File: config.mk
export PLATFORM = sky130hd
export DESIGN_NAME = myriadrf_rx_if_mc
export DESIGN_NICKNAME = d
export VERILOG_FILES = /design/src/rtl/myriadrf_pkg.sv /design/src/rtl/stream_sync_fifo.sv /design/src/rtl/myriadrf_rx_if_mc.sv
export SDC_FILE = /design/constraint.sdc
export NUM_CORES = 1
export LEC_CHECK = 0
export ABC_CLOCK_PERIOD_IN_PS = 7400
export CAP_MARGIN = 40
export CORE_MARGIN = 2
export CORE_UTILIZATION = 45
export CTS_CLUSTER_SIZE = 10
export DETAILED_ROUTE_END_ITERATION = 7
export PLACE_DENSITY = 0.64
export SETUP_SLACK_MARGIN = 0.2
export SLEW_MARGIN = 40
export SYNTH_ARGS = -nofsm -noshare
export SYNTH_HDL_FRONTEND = slang
export SYNTH_SLANG_ARGS = --single-unit
File: constraint.sdc
create_clock -name clk -period 7.4 [get_ports clk]
set_clock_uncertainty 0.2 [all_clocks]
set_input_delay 2.22 -clock clk [delete_from_list [all_inputs] [get_ports clk]]
set_output_delay 2.22 -clock clk [all_outputs]
set_load 0.01 [all_outputs]
File: src/rtl/myriadrf_pkg.sv
// Shared encodings for the multi-channel MyriadRF RX interface.
// Mode selects and assembler state constants.
package myriadrf_pkg;

    localparam logic [1:0] MODE_NORMAL = 2'b00;
    localparam logic [1:0] MODE_RAMP   = 2'b01;
    localparam logic [1:0] MODE_SWAP   = 2'b10;

    localparam logic [1:0] ST_IDLE   = 2'd0;
    localparam logic [1:0] ST_SYNC   = 2'd1;
    localparam logic [1:0] ST_WAIT_I = 2'd2;
    localparam logic [1:0] ST_WAIT_Q = 2'd3;

endpackage

File: src/rtl/stream_sync_fifo.sv
// Single-clock valid/ready FIFO with full/empty flags.
// Holding output data is zero whenever the FIFO is empty.
module stream_sync_fifo #(
    parameter int DW = 8,
    parameter int AW = 2
) (
    input  logic          clk,
    input  logic          rst_n,
    input  logic [DW-1:0] s_data,
    input  logic          s_valid,
    output logic          s_ready,
    output logic [DW-1:0] m_data,
    output logic          m_valid,
    input  logic          m_ready,
    output logic          full,
    output logic          empty
);

    localparam int DEPTH = 1 << AW;
    localparam logic [AW:0] PTR_ONE = 1;

    logic [DW-1:0] mem [DEPTH];
    logic [AW:0]   wr_ptr;
    logic [AW:0]   rd_ptr;
    logic          push;
    logic          pop;

    assign empty   = (wr_ptr == rd_ptr);
    assign full    = (wr_ptr[AW] != rd_ptr[AW]) &&
                     (wr_ptr[AW-1:0] == rd_ptr[AW-1:0]);
    assign m_valid = !empty;
    // A full FIFO still accepts a word when one leaves in the same cycle.
    assign s_ready = !full || m_ready;
    assign push    = s_valid && s_ready;
    assign pop     = m_valid && m_ready;
    assign m_data  = empty ? '0 : mem[rd_ptr[AW-1:0]];

    always_ff @(posedge clk or negedge rst_n) begin
        if (!rst_n) begin
            wr_ptr <= '0;
            rd_ptr <= '0;
        end else begin
            if (push) wr_ptr <= wr_ptr + PTR_ONE;
            if (pop)  rd_ptr <= rd_ptr + PTR_ONE;
        end
    end

    always_ff @(posedge clk) begin
        if (push) mem[wr_ptr[AW-1:0]] <= s_data;
    end

endmodule

File: src/rtl/myriadrf_rx_if_mc.sv
// Multi-channel MyriadRF RX interface: I/Q pair assembly, channel tags,
// frame decimation, ramp test source and status counters.
module myriadrf_rx_if_mc
    import myriadrf_pkg::*;
#(
    parameter int DW      = 12,
    parameter int NCH     = 1,
    parameter int CW      = (NCH > 1 ? $clog2(NCH) : 1),
    parameter int FIFO_AW = 2,
    parameter int CNTW    = 16
) (
    input  logic            clk,
    input  logic            rst_n,
    input  logic            enable_i,
    input  logic [1:0]      mode_i,
    input  logic [7:0]      decim_i,
    input  logic            clr_i,
    input  logic [DW-1:0]   rxd,
    input  logic            rxiqsel,
    output logic [2*DW-1:0] m_data_o,
    output logic [CW-1:0]   m_chan_o,
    output logic            m_last_o,
    output logic            m_valid_o,
    input  logic            m_ready_i,
    output logic [CNTW-1:0] ovf_cnt_o,
    output logic [CNTW-1:0] align_err_cnt_o,
    output logic            active_o
);

    localparam int FW = 2*DW + CW + 1;
    localparam logic [CW-1:0]   CH_LAST = CW'(NCH - 1);
    localparam logic [CW-1:0]   CH_ONE  = 1;
    localparam logic [DW-1:0]   DW_ONE  = 1;
    localparam logic [CNTW-1:0] CNT_ONE = 1;
    localparam logic [CNTW-1:0] CNT_MAX = '1;

    logic [DW-1:0]   rxd_q, i_lat, ramp;
    logic            iq_q, phase;
    logic [1:0]      state, state_n;
    logic [CW-1:0]   chan;
    logic [7:0]      frm_cnt, decim_lat;
    logic            ramp_mode, i_load, align_hit, pair_done;
    logic            ramp_done, done, push, drop, last;
    logic [2*DW-1:0] pair;
    logic [FW-1:0]   fifo_in, fifo_out;
    logic            fifo_ready, fifo_full, fifo_empty;
    logic            flags_unused;

    always_ff @(posedge clk or negedge rst_n) begin
        if (!rst_n) begin
            rxd_q <= '0;
            iq_q  <= 1'b0;
        end else begin
            rxd_q <= rxd;
            iq_q  <= rxiqsel;
        end
    end

    assign ramp_mode = (mode_i == MODE_RAMP);

    // The sample FSM is frozen while the ramp source is selected.
    always_comb begin
        state_n   = state;
        i_load    = 1'b0;
        align_hit = 1'b0;
        pair_done = 1'b0;
        if (!enable_i) begin
            state_n = ST_IDLE;
        end else begin
            unique case (state)
                ST_IDLE: state_n = ST_SYNC;
                ST_SYNC: begin
                    if (!ramp_mode && iq_q) begin
                        i_load  = 1'b1;
                        state_n = ST_WAIT_Q;
                    end
                end
                ST_WAIT_I: begin
                    if (!ramp_mode) begin
                        if (iq_q) begin
                            i_load  = 1'b1;
                            state_n = ST_WAIT_Q;
                        end else begin
                            align_hit = 1'b1;
                        end
                    end
                end
                ST_WAIT_Q: begin
                    if (!ramp_mode) begin
                        if (iq_q) begin
                            i_load    = 1'b1;
                            align_hit = 1'b1;
                        end else begin
                            pair_done = 1'b1;
                            state_n   = ST_WAIT_I;
                        end
                    end
                end
            endcase
        end
    end

    assign ramp_done = enable_i && (state != ST_IDLE) && ramp_mode && phase;
    assign done      = pair_done || ramp_done;
    assign pair      = ramp_done              ? {~ramp, ramp}  :
                       (mode_i == MODE_SWAP)  ? {i_lat, rxd_q} :
                                                {rxd_q, i_lat};
    assign last      = (chan == CH_LAST);
    assign push      = done && (frm_cnt == 8'd0);
    assign drop      = push && !fifo_ready;
    assign fifo_in   = {last, chan, pair};

    always_ff @(posedge clk or negedge rst_n) begin
        if (!rst_n) begin
            state <= ST_IDLE;
            i_lat <= '0;
        end else begin
            state <= state_n;
            if (i_load) i_lat <= rxd_q;
        end
    end

    always_ff @(posedge clk or negedge rst_n) begin
        if (!rst_n) begin
            chan      <= '0;
            frm_cnt   <= '0;
            decim_lat <= '0;
            ramp      <= '0;
            phase     <= 1'b0;
        end else if (!enable_i || state == ST_IDLE) begin
            chan      <= '0;
            frm_cnt   <= '0;
            decim_lat <= decim_i;
            ramp      <= '0;
            phase     <= 1'b0;
        end else begin
            phase <= ramp_mode ? ~phase : 1'b0;
            if (ramp_done) ramp <= ramp + DW_ONE;
            if (done) begin
                chan <= last ? '0 : chan + CH_ONE;
                if (last) begin
                    if (frm_cnt >= decim_lat) begin
                        frm_cnt   <= '0;
                        decim_lat <= decim_i;
                    end else begin
                        frm_cnt <= frm_cnt + 8'd1;
                    end
                end
            end
        end
    end

    always_ff @(posedge clk or negedge rst_n) begin
        if (!rst_n) begin
            ovf_cnt_o       <= '0;
            align_err_cnt_o <= '0;
        end else if (clr_i) begin
            ovf_cnt_o       <= '0;
            align_err_cnt_o <= '0;
        end else begin
            if (drop && ovf_cnt_o != CNT_MAX)
                ovf_cnt_o <= ovf_cnt_o + CNT_ONE;
            if (align_hit && align_err_cnt_o != CNT_MAX)
                align_err_cnt_o <= align_err_cnt_o + CNT_ONE;
        end
    end

    stream_sync_fifo #(
        .DW (FW),
        .AW (FIFO_AW)
    ) u_fifo (
        .clk     (clk),
        .rst_n   (rst_n),
        .s_data  (fifo_in),
        .s_valid (push),
        .s_ready (fifo_ready),
        .m_data  (fifo_out),
        .m_valid (m_valid_o),
        .m_ready (m_ready_i),
        .full    (fifo_full),
        .empty   (fifo_empty)
    );

    assign flags_unused = fifo_full ^ fifo_empty;
    assign {m_last_o, m_chan_o, m_data_o} = fifo_out;
    assign active_o = (state != ST_IDLE);

endmodule
==> results_dict.tcl <==
set metrics [dict create \
    dr.pass1.iters 5 \
    syn-num-nets 705 \
    place_area_sq_um 9723 \
    grt_pass1_wl_um 27610 \
    cts_hold_buf 0 \
    detail-route-antenna-nets 0 \
    status "finished, final reports clean" \
    ys.flop_type "edfxtp_1" \
    overflow 0 \
    syn_inst 659 \
    grt_pass1_vias 5393 \
    synth_top_area_frac 0.3351 \
    vias 5449 \
    holdCritPathClass "flop to flop" \
    wirelength_um 17070 \
    final_hold_viol_count 0 \
    n_antenna_cell 0 \
    synth_top_area_cell "edfxtp_1" \
    rows 50 \
    tightest_slew_ns 0.8175 \
    fin_crit_sh 0.6921 \
    drive_gt1_frac 0.1368 \
    dr.first_iter.drc_count 354 \
    leakagePower_nw 3.964 \
    power.density_nw_per_um2 290.7 \
    r2r_slack_ns 4.44 \
    cap_violations 0 \
    ios 88 \
    stdcell_area_sq_um 10330 \
    required_ns 4.98 \
    initial_core_util 0.4599 \
    cts_max_level 4 \
    syn_area_sq_um 8602 \
    antenna_found_initial 0 \
    crit_path_end_kind "output port" \
    core-area_sq_um 18710 \
    synth-simple-area-share 0.1482 \
    synth-async-reset-ratio 0.4947 \
    ctsRootBufferMaster "clkbuf_16" \
    synthToLayoutAreaGrowth_pct 20.15 \
    crit_chain "buf_4 -> mux4_2 -> nor2b_1 -> clkdlybuf4s50_1" \
    muxShareOfSynthArea 0.1100 \
    gp_congestion 0.8476 \
    viasPerCell 5.482 \
    ir_worst_vdd_mv 0.1820 \
    cts_tree "built" \
    ys_types 48 \
    critical_path_class "flop to output port" \
    post-cts-setup-buffer-count 0 \
    grt_max_degree 56 \
    slowest_stage "dfrtp_2" \
    yosys_warnings 0 \
    cp_slowest_stage_delay_ns 0.73 \
    synth_area_leaders "edfxtp_1 34%, dfrtp_1 27%, mux4_2 5.8%, nor2_1 2.9%, mux2_2 2.9%" \
    synthAdderAreaFrac 0.02618 \
    crit_path_start_kind "flop" \
    avgRoutedWirePerCell_um 17.18 \
    ys_ff_latch 190 \
    syn_avg_cell_area_sq_um 13.05 \
    synth-compound-area-share 0.04015 \
    cp_max_fo 17 \
    slew-limit-headroom 0.4473 \
    drc 0 \
    yosysSeqAreaShare 0.6086 \
    layout.nets 793 \
    clk_transition_reported_paths_ns 0.08 \
    final.setup.tns_ns 0 \
    period_needed_ns 5.122 \
    cts_buffer_depth 2 \
    critPathArrivalTime_ns 2.70 \
    cp_top_family "buffers and inverters" \
    die_h_um 142.3 \
    track_usage 0.1758 \
    dp_hpwl_um 11660 \
    synth_edf_count 96 \
    clock.fmax_mhz 195.2 \
    portBuffers 86 \
    chipWidth_um 142.3 \
    crit_buf_inv 2 \
    clk_latency_ns 0.43 \
    synthXorXnorAreaFrac 0.04465 \
    dieArea_sq_um 20240 \
    cts_resized 0 \
    cts_buffers 17 \
    final_max_slew_viol_count 0 \
    synth_top_family_by_area "simple AND/OR/NAND/NOR gates" \
    cts.sinks 190 \
    rsz0062_at_grt "false" \
    finalSetupViolations 0 \
]
-- layout make-up --
class | count | area, sq um
well taps | 234 | 292.8
fillers | 1503 | 8371
repair buffers | 96 | 928.4
multi-input cells | 427 | 3209
clock buffers | 17 | 425.4
flip-flops and latches | 190 | 5236
clock inverters | 15 | 186.4
inverters | 15 | 56.30
-- routing by layer --
metal / track usage / up-vias / wire (um) / part of all wire
li1: - / 2565 / - / -
met5: 0 / - / 0 / 0
met1: 0.2397 / 2751 / 7925 / 0.46
met4: 0.05737 / 0 / 213 / 0.012
met2: 0.2863 / 119 / 8323 / 0.49
met3: 0.03365 / 14 / 612 / 0.036
-- cells in the mapped netlist (all sizes together) (2+ instances only) --
library cell	count
xnor2	19
nand2b	6
nor4	10
a21oi	5
inv	15
dfrtp	94
nor4b	2
nor3	10
nand3	18
nand2	60
o21bai	13
edfxtp	96
and2	7
mux2	22
nor2b	30
nor2	66
xor2	24
or3	3
and3	13
mux4	24
nand4	17
a22o	2
nand3b	2
ha	18
clkbuf	18
a31oi	13
a211oi	2
or2	2
and4	3
buf	9
nor3b	3
a221o	2
o21ai	10
mux2i	15
-- flip-flops by register name (all words and copies together) (netlist names) --
register / flops
ovf_cnt_o: 16
u_fifo.rd_ptr: 3
iq_q: 1
phase: 1
u_fifo.wr_ptr: 3
state: 2
align_err_cnt_o: 16
rxd_q: 12
i_lat: 12
ramp: 12
frm_cnt: 8
u_fifo.mem: 96
decim_lat: 8
-- where the power goes --
part,switching (mW),internal (mW)
Sequential,0.0648,1.19
Clock,0.440,0.490
Combinational,0.361,0.462
Total,0.866,2.14
-- placed cells by master, fill, tap and decap left out, drive strengths merged, types with 15 or more instances in the layout --
| master | netlist | layout |
|---|---|---|
| clkbuf | 18 | 17 |
| clkdlybuf4s50 | 0 | 84 |
| dfrtp | 94 | 94 |
| edfxtp | 96 | 96 |
| ha | 18 | 18 |
| inv | 15 | 24 |
| mux2 | 22 | 22 |
| mux2i | 15 | 15 |
| mux4 | 24 | 24 |
| nand2 | 60 | 60 |
| nand3 | 18 | 18 |
| nand4 | 17 | 17 |
| nor2 | 66 | 66 |
| nor2b | 30 | 30 |
| xnor2 | 19 | 19 |
| xor2 | 24 | 24 |
-- worst paths after layout --
kind                                              start                              to  cells after the start
max                        u_fifo.rd_ptr[0]$_DFFE_PN0P_                    m_data_o[10]                      4
min                                     phase$_DFF_PN0_                 phase$_DFF_PN0_                      1
max reg2reg                u_fifo.rd_ptr[0]$_DFFE_PN0P_        ovf_cnt_o[9]$_DFFE_PN0P_                      6
min reg2reg                             phase$_DFF_PN0_                 phase$_DFF_PN0_                      1
max in group asynchronous                         rst_n    u_fifo.rd_ptr[0]$_DFFE_PN0P_                      2
min in group asynchronous                         rst_n  align_err_cnt_o[6]$_DFFE_PN0P_                      1
-- metrics by stage --
stage / setup slack [ns] / utilization / instances / power, mW / hold slack (ns)
after detailed placement: 2.273 / 0.5198 / 962 / 2.111 / 0.2888
after CTS: 2.202 / 0.5525 / 994 / 3.040 / 0.3041
after global routing: 2.120 / 0.5525 / 994 / 3.148 / 0.3115
after floorplan: 3.005 / - / 659 / 1.746 / 0.2341
after global placement: 1.875 / 0.5188 / 962 / 2.084 / 0.2711
final: 2.278 / 0.5525 / 994 / 3.005 / 0.2995
-- cells by family (layout without fill, tap and decap cells) --
family / after synthesis / in the layout
other: 1 / 1
buffers and inverters: 42 / 143
adders and majority gates: 18 / 18
DFF: 190 / 190
and+or+nand+nor: 253 / 253
xor gates and xnor gates: 43 / 43
muxes: 61 / 61
AOI/OAI and AO/OA: 51 / 51
No activity file was read; power rests on OpenSTA's default activity.
